File: config.mk
export PLATFORM = sky130hd
export DESIGN_NAME = timer_ctrl
export DESIGN_NICKNAME = d
export VERILOG_FILES = /design/src/rtl/timer_ctrl_pkg.sv /design/src/rtl/timer_prescaler.sv /design/src/rtl/timer_ctrl.sv
export SDC_FILE = /design/constraint.sdc
export NUM_CORES = 1
export LEC_CHECK = 0
export CAP_MARGIN = 20
export CORE_MARGIN = 1
export CORE_UTILIZATION = 44
export CTS_BUF_LIST = sky130_fd_sc_hd__clkbuf_4
export CTS_CLUSTER_DIAMETER = 80
export CTS_CLUSTER_SIZE = 28
export DETAILED_ROUTE_END_ITERATION = 8
export GPL_TIMING_DRIVEN = 1
export PLACE_DENSITY = 0.69
export REMOVE_ABC_BUFFERS = 1
export SLEW_MARGIN = 20
export SYNTH_ARGS = -nofsm -noshare
export SYNTH_HDL_FRONTEND = slang
export SYNTH_SLANG_ARGS = --single-unit
File: constraint.sdc
create_clock -name clk -period 2.6 [get_ports clk]
set_clock_uncertainty 0.15 [all_clocks]
set_input_delay 0.52 -clock clk [delete_from_list [all_inputs] [get_ports clk]]
set_output_delay 0.52 -clock clk [all_outputs]
set_load 0.01 [all_outputs]
File: src/rtl/timer_ctrl_pkg.sv
// timer_ctrl_pkg: shared state encoding and mode constants for the timer controller
package timer_ctrl_pkg;
    typedef enum logic [1:0] {IDLE, RUN, PAUSE, DONE} state_e;
    localparam logic MODE_ONESHOT = 1'b0;
    localparam logic MODE_RELOAD  = 1'b1;
endpackage

File: src/rtl/timer_prescaler.sv
// timer_prescaler: divides the clock into a tick every pre+1 enabled cycles
module timer_prescaler #(
    parameter int PRE_W = 4
) (
    input  logic             clk,
    input  logic             rst,
    input  logic             clr,
    input  logic             en,
    input  logic [PRE_W-1:0] pre,
    output logic             tick
);
    logic [PRE_W-1:0] cnt_q, cnt_d;
    assign tick = en && (cnt_q == pre);
    // clear wins, hold when disabled, wrap on tick
    always_comb cnt_d = clr ? '0 : !en ? cnt_q : tick ? '0 : cnt_q + 1'b1;
    // prescale counter register
    always_ff @(posedge clk or posedge rst) begin
        if (rst) cnt_q <= '0;
        else cnt_q <= cnt_d;
    end
endmodule

File: src/rtl/timer_ctrl.sv
// timer_ctrl: load/run/pause/expire sequencer for a prescaled down-counter
module timer_ctrl
    import timer_ctrl_pkg::*;
#(
    parameter int WIDTH = 4,
    parameter int PRE_W = 4
) (
    input  logic             clk,
    input  logic             rst,
    input  logic             cfg_valid,
    output logic             cfg_ready,
    input  logic [WIDTH-1:0] cfg_load,
    input  logic [PRE_W-1:0] cfg_pre,
    input  logic             cfg_mode,
    input  logic             start,
    input  logic             stop,
    output logic [WIDTH-1:0] count,
    output logic             busy,
    output logic             tc_pulse,
    output logic             done
);
    state_e           state_q, state_d;
    logic [WIDTH-1:0] count_q, count_d, load_q, load_d;
    logic [PRE_W-1:0] pre_q, pre_d;
    logic             mode_q, mode_d, tc_q, tc_d, done_q, done_d;
    logic             acc, clr, tick, running;
    assign running   = (state_q == RUN);
    assign cfg_ready = !running;
    assign acc       = cfg_valid && cfg_ready;
    assign count     = count_q;
    assign busy      = running;
    assign tc_pulse  = tc_q;
    assign done      = done_q;
    // stop freezes the prescaler so a coincident tick is lost rather than deferred
    timer_prescaler #(.PRE_W(PRE_W)) u_pre (
        .clk (clk),
        .rst (rst),
        .clr (clr),
        .en  (running && !stop),
        .pre (pre_q),
        .tick(tick)
    );
    // next state: config is applied before start so a coincident start runs on new values
    always_comb begin
        state_d = state_q;
        count_d = count_q;
        load_d  = load_q;
        pre_d   = pre_q;
        mode_d  = mode_q;
        done_d  = done_q;
        tc_d    = 1'b0;
        clr     = 1'b0;
        if (acc) begin
            load_d  = cfg_load;
            pre_d   = cfg_pre;
            mode_d  = cfg_mode;
            count_d = cfg_load;
            done_d  = 1'b0;
            clr     = 1'b1;
            if (state_q == DONE) state_d = IDLE;
        end
        if (!running && start) begin
            state_d = RUN;
            done_d  = 1'b0;
            clr     = 1'b1;
            if (state_q == DONE) count_d = acc ? cfg_load : load_q;
        end
        if (running) begin
            if (stop) state_d = PAUSE;
            else if (tick && count_q != '0) count_d = count_q - 1'b1;
            else if (tick) begin
                tc_d = 1'b1;
                if (mode_q == MODE_RELOAD) count_d = load_q;
                else begin
                    state_d = DONE;
                    done_d  = 1'b1;
                end
            end
        end
    end
    // state, counter and shadow registers
    always_ff @(posedge clk or posedge rst) begin
        if (rst) begin
            state_q <= IDLE;
            count_q <= '0;
            load_q  <= '0;
            pre_q   <= '0;
            mode_q  <= MODE_ONESHOT;
            tc_q    <= 1'b0;
            done_q  <= 1'b0;
        end else begin
            state_q <= state_d;
            count_q <= count_d;
            load_q  <= load_d;
            pre_q   <= pre_d;
            mode_q  <= mode_d;
            tc_q    <= tc_d;
            done_q  <= done_d;
        end
    end
endmodule

======== Yosys cells after proc, flatten, opt, wreduce, memory -nomap -nowiden ========
Cells that the tools add are included.
cells by class
  add/subtract/negate cells ............... 2
  eq/ne operators ......................... 3
  multiplexer cells ....................... 33
  reductions and logical operators ........ 9
operators by type and width
  kind                                               number
  2-to-1 mux 4 bit                                   12
  2-to-1 mux 2 bit                                   8
  2-to-1 mux 1 bit                                   13
  logical AND 1 bit                                  5
  adder 4 x 1 -> 4 bit (second input constant)       1
  == test 4 bit                                      1
  nonzero test 4 bit                                 1
  subtractor 4 x 1 -> 4 bit (second input constant)  1
  == test 2 x 1 -> 1 bit (second input constant)     1
  == test 2 bit (second input constant)              1
  zero test 1 bit                                    2
  nonzero test 2 bit                                 1
word-level totals
  register bits ........................... 21
  input port bits ......................... 14
  output and inout port bits .............. 8
  logic and storage cells ................. 55

======== Depth between registers and ports, before layout ========
Gate-level depths: netlist of the first run.
  depth after elaboration ................. 11
  gate-level depth with buffers ........... 6
  mapped depth without buffers ............ 6

======== Modules after synthesis ========
A second synthesis of the first run with hierarchy kept.
unflattened totals
  cells, all modules ...................... 115
  area, all modules ....................... 1198.6 um2
modules (own cells, without submodules)
  module           instances  cells an instance  area each (um2)  seq. area each (um2)
  timer_ctrl       1          87                 944.7            425.4
  timer_prescaler  1          28                 254.0            100.1

======== Worst setup path before layout of the first run ========
No wires, ideal clock.
  path kind ............................... register to register
  from .................................... reg count_q[0] (netlist: count[0])
  to ...................................... reg count_q[2] (netlist: count[2])
  data arrival time ....................... 1.519 ns
  required time ........................... 2.324 ns
  path slack .............................. 0.805 ns
  cell stages (with the launch flop) ...... 7
  buffers on the path ..................... 0
  cells stage by stage .................... dfrtp_1 inv_1 ha_1 or3b_2 nor2_1 nor3_1 o32a_1
between the ends
  cells in the longest elaborated chain, start to end .. 5
  elaborated cells on any way between the ends .. 6
  classes of those cells .................. add/sub: 1; mux: 3; reduce/logical: 2
ends and longest elaborated chain
  element                                                            line              text
  start, declared                                                    timer_ctrl.sv:23  logic [WIDTH-1:0] count_q, count_d, load_q, load_d;
  start signal, assigned                                             timer_ctrl.sv:93  count_q <= count_d;
  branches (longest 2 deep; another with subtractor 4 x 1 -> 4 bit)  --
  2-to-1 mux 4 bit (*)                                               timer_ctrl.sv:70  else if (tick && count_q != '0) count_d = count_q - 1'b1;
  2-to-1 mux 4 bit (*)                                               timer_ctrl.sv:69  if (stop) state_d = PAUSE;
  2-to-1 mux 4 bit (*)                                               timer_ctrl.sv:68  if (running) begin
  via count_d[2]                                                     timer_ctrl.sv:23
Mark *: on every way through the listed nets, which the timed path passes.
A chain may end at the register's enable or synchronous reset.

======== Final worst setup path of the first run ========
  from .................................... reg state_q[1]
  to ...................................... out busy
between the ends
  cells in the longest elaborated chain, start to end .. 1
ends and longest elaborated chain
  element                 line              text
  start, declared         timer_ctrl.sv:22  state_e state_q, state_d;
  start signal, assigned  timer_ctrl.sv:92  state_q <= state_d;
  == test 2 x 1 -> 1 bit  timer_ctrl.sv:27  assign running = (state_q == RUN);
  end, declared           timer_ctrl.sv:18  output logic busy,
No other way between the ends.

==> flow_metrics.py, run 1 <==
metrics = {
    "status": {
        "status": "complete, no violations",
    },
    "synth": {
        "ys_ff_latch": 21,
        "ys_seq_area_share_pct": 45.6,
        "avgSynthCellArea_sq_um": 10.9,
        "syn_inst": 106,
        "async_flop_share_pct": 100,
        "synth-main-ff-cell": "dfrtp_1",
        "yosys_warnings": 0,
        "synth.largest_area_cell": "dfrtp_1",
        "syn_area_sq_um": 1150,
        "yosys.cell_types.count": 30,
        "synth_most_common_cell": "dfrtp_1",
        "synth_top_area_share_pct": 45.6,
        "synth_area_leaders": "dfrtp_1, mux2_2, nand2_1",
        "synth_edf_count": 0,
        "synth_common_cells": "dfrtp_1, mux2_2, nand2_1, nand3_1, o21ai_0",
    },
    "timing": {
        "setup_viol": 0,
        "drv_slew": 0,
        "slew_headroom_pct": 61.3,
        "period_minus_slack_ps": 2350,
        "finalCritPeriodShare_pct": 90.5,
        "hold_viol_final": 0,
        "clock.fmax_mhz": 425,
        "rsz0062_at_grt": "no",
        "tightest_slew_ps": 574,
        "tns_ps": 0,
    },
    "cts": {
        "clockRootBuffer": "clkbuf_4",
        "cts.path.max_buffers": 2,
        "post_cts_buffers": 0,
        "tritoncts": "yes",
        "clock_latency_ps": 310,
        "cts.sinks": 21,
        "cts_resized": 0,
        "cts_buffers": 3,
        "clkTransAtPathRegs_ps": 120,
        "h-tree-depth": 1,
        "hold_buffers": 0,
    },
    "pwr": {
        "power_density_nw_per_um2": 1040,
        "total_power_mw": 1.51,
        "ir_drop_v": 0.000634,
        "leakage_nw": 0.618,
    },
    "route": {
        "vias": 871,
        "drt_iter0_markers": 11,
        "drtAntennaViolNets": 0,
        "drt_first_pass_iters": 4,
        "drc": 0,
        "vias_per_cell": 5.38,
        "wl_per_cell_microns": 14.0,
        "route.final.wire_length_microns": 2270,
    },
    "die": {
        "core-area_sq_um": 2480,
        "fp.dieH_microns": 53.2,
        "start_util_pct": 46.6,
        "io_pins": 22,
        "die_area_sq_um": 2830,
        "die_width_microns": 53.2,
        "rows": 18,
    },
    "setup_path": {
        "required_ps": 1930,
        "critPathArrivalTime_ps": 1680,
        "r2r_setup_slack_ps": 630,
        "startpoint_type": "flop",
        "worstSetupEndpointType": "output pin",
        "reg2regPathDepth": 6,
        "crit-reg2reg-launch": "count[0]",
        "cp_max_fo": 5,
        "r2r_end": "count[0]",
        "critical_path_class": "reg -> out",
    },
    "grt": {
        "grt_pass1_wl_microns": 3790,
        "grt_pass1_vias": 822,
        "grt_max_degree": 22,
        "global_route.overflow_total": 0,
        "grt_usage_pct": 18.5,
        "antenna_found_initial": 0,
    },
    "final_layout": {
        "fill_cells": 225,
        "multi_input_comb_area_sq_um": 604,
        "syn2layout_area_growth_pct": 24.9,
        "instances_no_fill": 162,
        "drive_gt1_share_pct": 22.7,
        "seqCellArea_sq_um": 526,
        "fin_nets": 149,
        "diodes": 0,
    },
    "worst_hold_path": {
        "holdPathStages": 2,
        "hold_end": "done",
        "worstHoldStart": "done",
        "min_path_type": "reg -> reg",
    },
    "place": {
        "dp_cells": 158,
        "gp_congestion": 0.808,
        "dp_hpwl_microns": 1700,
        "port_buffers": 21,
    },
    "flow_run": {
        "maxCapViolCount": 0,
    },
}
[flip-flops by register name, summed over array words and instances, names as in the netlist]
name and count:
count 4, done 1, load_q 4, mode_q 1, pre_q 4, state_q 2, tc_pulse 1, u_pre.cnt_q 4
[stage by stage]
stage	utilization, %	area (sq um)	setup WS [ps]	hold slack, ps
global placement	57.0	1410	397	329
floorplan	-	1150	805	343
finish	58.2	1440	248	352
CTS	58.2	1440	244	356
detailed placement	57.0	1410	366	327
global route	58.2	1440	186	390
[kinds of logic (layout without fill, tap and decap cells)]
group	count (synthesis)	after routing	synth area share (%)
compound gates	17	17	9.33
xor+xnor	4	4	3.04
fa+ha+maj	2	2	2.17
buf+inv	6	32	2.06
flops	21	21	45.6
mux	18	18	18.0
simple gates	38	38	19.8
[worst max path at each step]
stage / startpoint / to / slack (ps)
finish: state_q[1] / busy / 250
global route: state_q[1] / busy / 190
CTS: state_q[1] / busy / 240
detailed placement: start / count[2] / 370
global placement: start / count[2] / 400
floorplan: count[0] / count[2] / 800
[power by group]
group	switching, mW	internal [mW]
Combinational	0.295	0.426
Sequential	0.159	0.458
Clock	0.0984	0.0703
Total	0.552	0.954
[layout make-up]
cell class,instances,area share [%]
Clock buffer,4,2.08
Inverter,5,1.30
Multi-Input combinational cell,79,41.9
Sequential cell,21,36.5
Tap cell,30,2.60
Timing Repair Buffer,23,15.6
[per-layer routing]
metal | track usage, % | part of all wire [%] | vias to the layer above
met2 | 29.2 | 48 | 15
met5 | 0 | 0 | -
met1 | 25.4 | 48 | 422
li1 | - | - | 432
met4 | 2.63 | 0.66 | 0
met3 | 5.17 | 3.3 | 2
[worst max-delay path, stage by stage, from the launching register on]
cell and delay (ps):
dfrtp_1 480, nand2b_4 190, inv_1 150, clkdlybuf4s50_1 560
[placed cells by master, fill, tap and decap left out, types with 3 or more instances in the layout]
cell             instances
dfrtp_1                 21
clkdlybuf4s50_1         21
mux2_2                  14
nand2_1                 12
nand3_1                  6
o21ai_0                  6
nor2_1                   5
inv_1                    5
xnor2_1                  4
a21oi_1                  4
clkbuf_4                 4
nor3b_1                  3
Note: power is estimated with default switching activity, not from simulation.
==> run 2, diff against run 1 <==
CAP_MARGIN = default   (was 20)
CORE_UTILIZATION = 57   (was 44)
PLACE_DENSITY = 0.86   (was 0.69)
SLEW_MARGIN = 25   (was 20)
==> run 2 against run 1 <==
Effect of this change: clock-buffer cell count unchanged; cell area is 0.43% lower; highest routed layer unchanged; total power shrank 0.65%; via count up 0.69%; fmax up 1.8%; sequential share of layout area is 0.16 points higher; sequential cell count unchanged; cell count is 3.1% lower; clock power barely moved; core utilization up 21 points; first-iteration DRC count fell by 27%; worst setup slack gained 41 ps.
==> flow_metrics.py, run 2 (synthesis results as in run 1) <==
metrics = {
    "die": {
        "core-area_sq_um": 1800,
        "die_area_sq_um": 2210,
        "fp.dieH_microns": 47.0,
        "rows": 15,
        "start_util_pct": 64.0,
        "die_width_microns": 47.0,
        "io_pins": 22,
    },
    "route": {
        "wl_per_cell_microns": 14.0,
        "vias_per_cell": 5.59,
        "drt_iter0_markers": 8,
        "drt_first_pass_iters": 4,
        "route.final.wire_length_microns": 2190,
        "drc": 0,
        "drtAntennaViolNets": 0,
        "vias": 877,
    },
    "cts": {
        "cts.path.max_buffers": 2,
        "clockRootBuffer": "clkbuf_4",
        "clkTransAtPathRegs_ps": 110,
        "cts_resized": 0,
        "clock_latency_ps": 300,
        "cts_buffers": 3,
        "post_cts_buffers": 0,
        "hold_buffers": 0,
        "h-tree-depth": 1,
        "cts.sinks": 21,
        "tritoncts": "yes",
    },
    "final_layout": {
        "drive_gt1_share_pct": 22.7,
        "syn2layout_area_growth_pct": 24.4,
        "multi_input_comb_area_sq_um": 604,
        "seqCellArea_sq_um": 526,
        "diodes": 0,
        "stdcell_area_sq_um": 1440,
        "fin_nets": 149,
        "fin_util_pct": 79.7,
        "final_cell_mix": "dfrtp_1, clkdlybuf4s50_1, mux2_2, nand2_1",
        "fill_cells": 126,
    },
    "timing": {
        "period_minus_slack_ps": 2310,
        "hold_viol_final": 0,
        "clock.fmax_mhz": 433,
        "slew_headroom_pct": 60.2,
        "tightest_slew_ps": 591,
        "rsz0062_at_grt": "no",
        "finalCritPeriodShare_pct": 88.9,
        "tns_ps": 0,
        "drv_slew": 0,
        "setup_viol": 0,
    },
    "pwr": {
        "pwr-share-seq_pct": 41.2,
        "total_power_mw": 1.50,
        "leakage_nw": 0.618,
        "p_sw_mw": 0.544,
        "combPwrFrac_pct": 47.8,
        "intPower_mw": 0.952,
        "power_density_nw_per_um2": 1040,
        "pwr-share-clk_pct": 11.1,
        "ir_drop_v": 0.000605,
        "swShare_pct": 36.3,
    },
    "grt": {
        "antenna_found_initial": 0,
        "grt_max_degree": 22,
        "grt_usage_pct": 22.2,
        "grt_pass1_wl_microns": 3460,
        "grt_pass1_vias": 835,
        "global_route.overflow_total": 0,
    },
    "setup_path": {
        "worstSetupEndpointType": "output pin",
        "cp_max_fo": 5,
        "critical_path_class": "reg -> out",
        "required_ps": 1930,
        "critPathArrivalTime_ps": 1640,
        "startpoint_type": "flop",
    },
    "place": {
        "gp_congestion": 0.792,
        "port_buffers": 21,
        "place_area_sq_um": 1410,
        "dp_hpwl_microns": 1680,
    },
    "flow_run": {
        "maxCapViolCount": 0,
    },
    "status": {
        "status": "complete, no violations",
    },
    "worst_hold_path": {
        "min_path_type": "in -> async",
    },
}
## run 2: worst paths after layout
path                       slack (ps)  cells past startpoint       end        from
hold / removal                    390                      3  count[0]         rst
max in group asynchronous        1690                      3  pre_q[0]         rst
min in group clk                  390                      1  pre_q[1]    pre_q[1]
setup reg to reg                  630                      6  count[2]    count[0]
setup / recovery                  290                      3      busy  state_q[1]
hold reg to reg                   390                      1  pre_q[1]    pre_q[1]
## run 2: power by group through the flow
stage | Combinational, mW | Sequential [mW] | Clock [mW]
CTS | 0.720 | 0.612 | 0.175
floorplan | 0.497 | 0.596 | 0
global route | 0.782 | 0.634 | 0.182
detailed placement | 0.718 | 0.620 | 0
finish | 0.714 | 0.615 | 0.166
global placement | 0.698 | 0.611 | 0
## run 2: area by class of cell
| class | count | share of cell area [%] |
|---|---|---|
| clock buffer | 4 | 2.09 |
| inverter | 5 | 1.31 |
| tap | 25 | 2.18 |
| sequential | 21 | 36.6 |
| timing repair buffer | 23 | 15.7 |
| multi-input combinational | 79 | 42.1 |
## run 2: routing by layer
metal / global-route usage (%) / vias to the layer above / part of all wire (%)
li1: - / 432 / -
met1: 28.4 / 423 / 49
met2: 39.2 / 18 / 46
met3: 3.46 / 4 / 3.6
met4: 5.14 / 0 / 0.87
met5: 0 / - / 0
## run 2: through the flow
stage	hold WS, ps	setup slack (ps)	cells
CTS	387	279	157
floorplan	343	805	105
finish	389	290	157
detailed placement	372	370	153
global placement	318	398	153
global route	414	205	157
## run 2: critical path, stage by stage (launching register included)
cell and delay, ps:
dfrtp_1 460, nand2b_4 180, inv_1 140, clkdlybuf4s50_1 560
==> run 3, diff against run 2 <==
SETUP_SLACK_MARGIN = 0.4   (was default)
==> run 3 against run 2 <==
Effect of this change: clock power is essentially flat; critical path type unchanged; fmax grew 10%; die area is the same; sequential cell count is the same; critical path depth shrank 1; cell area is the same; via count is the same; cell count is the same.
==> flow_metrics.py, run 3 (synthesis results as in run 1) <==
metrics = {
    "status": {
        "status": "complete, no violations",
    },
    "route": {
        "wl_per_cell_microns": 13.9,
        "drtAntennaViolNets": 0,
        "drt_first_pass_iters": 4,
        "route.final.wire_length_microns": 2190,
        "drt_iter0_markers": 8,
        "vias": 877,
        "vias_per_cell": 5.59,
        "drc": 0,
    },
    "cts": {
        "post_cts_buffers": 0,
        "cts_buffers": 3,
        "cts.path.max_buffers": 2,
        "clockRootBuffer": "clkbuf_4",
        "cts.sinks": 21,
        "clkTransAtPathRegs_ps": 110,
        "tritoncts": "yes",
        "clock_latency_ps": 300,
        "h-tree-depth": 1,
    },
    "die": {
        "rows": 15,
        "core-area_sq_um": 1800,
        "start_util_pct": 64.0,
        "io_pins": 22,
        "die_width_microns": 47.0,
        "die_area_sq_um": 2210,
        "fp.dieH_microns": 47.0,
    },
    "final_layout": {
        "fin_util_pct": 79.7,
        "instances_no_fill": 157,
        "fin_nets": 149,
        "diodes": 0,
        "drive_gt1_share_pct": 23.5,
        "syn2layout_area_growth_pct": 24.4,
        "final_cell_mix": "dfrtp_1, clkdlybuf4s50_1, mux2_2, nand2_1",
    },
    "timing": {
        "rsz0062_at_grt": "no",
        "tns_ps": 0,
        "hold_viol_final": 0,
        "slew_headroom_pct": 60.0,
        "period_minus_slack_ps": 2100,
        "finalCritPeriodShare_pct": 80.6,
        "tightest_slew_ps": 594,
        "setup_viol": 0,
        "whs_ps": 391,
        "clock.fmax_mhz": 477,
        "drv_slew": 0,
    },
    "place": {
        "dp_cells": 153,
        "gp_congestion": 0.792,
        "port_buffers": 21,
        "dp_hpwl_microns": 1680,
    },
    "setup_path": {
        "r2r_end": "count[2]",
        "critPathArrivalTime_ps": 1430,
        "critPathLaunch": "state_q[0]",
        "critical_path_class": "reg -> out",
        "worstSetupEndpointType": "output pin",
        "required_ps": 1930,
        "startpoint_type": "flop",
        "cp_max_fo": 5,
        "crit-reg2reg-launch": "count[0]",
        "reg2regPathDepth": 6,
        "r2r_setup_slack_ps": 640,
    },
    "grt": {
        "grt_pass1_wl_microns": 3460,
        "global_route.overflow_total": 0,
        "grt_usage_pct": 22.2,
        "grt_max_degree": 22,
        "antenna_found_initial": 0,
        "grt_pass1_vias": 835,
    },
    "flow_run": {
        "maxCapViolCount": 0,
    },
    "pwr": {
        "ir_drop_v": 0.000603,
        "leakage_nw": 0.618,
        "total_power_mw": 1.49,
        "power_density_nw_per_um2": 1040,
    },
    "worst_hold_path": {
        "min_path_type": "in -> async",
    },
}
## run 3: changes by cell type in the layout (fill, tap and decap cells not counted)
cell	previous run	this run
clkdlybuf4s50_1	21	20
dfrtp_1	21	20
dfrtp_2	0	1
dlygate4sd2_1	0	1
## run 3: how the worst max path moves through the flow
stage	to	slack [ps]	cells past startpoint
global placement	count[2]	400	5
floorplan	count[2]	800	6
CTS	cfg_ready	480	2
global route	cfg_ready	450	2
finish	cfg_ready	500	2
detailed placement	count[2]	370	5
## run 3: what timing repair did
action | CTS | global route
setup endpoints to repair | 1 | 0
hold buffers | 0 | 0
resized for setup | 2 | 0
## run 3: critical path: stages (launching register included)
cell and delay (ps):
dfrtp_1 480, nand2b_4 110, clkdlybuf4s50_1 530
## run 3: stage by stage
| step | setup WS (ps) | instance area (sq um) |
|---|---|---|
| after floorplan | 805 | 1150 |
| after global placement | 398 | 1410 |
| after detailed placement | 370 | 1410 |
| after CTS | 484 | 1440 |
| after global routing | 448 | 1440 |
| final | 505 | 1440 |
## run 3: layout make-up
class                      count  area [sq um]
fill                         126           367
timing repair buffer          23           224
sequential                    21           527
inverter                       5          18.8
tap                           25          31.3
clock buffer                   4          30.0
multi-input combinational     79           604
## run 3: layer usage
layer	wire (microns)	GRT usage [%]	share of wire, %
met1	1070	28.4	49
met5	0	0	0
met3	86	3.46	3.9
met4	19	5.14	0.87
met2	1010	39.2	46
## run 3: power by group
group	internal [mW]	switching [mW]	total (mW)
Combinational	0.417	0.290	0.707
Clock	0.0702	0.0949	0.165
Sequential	0.459	0.156	0.615
Total	0.947	0.541	1.49
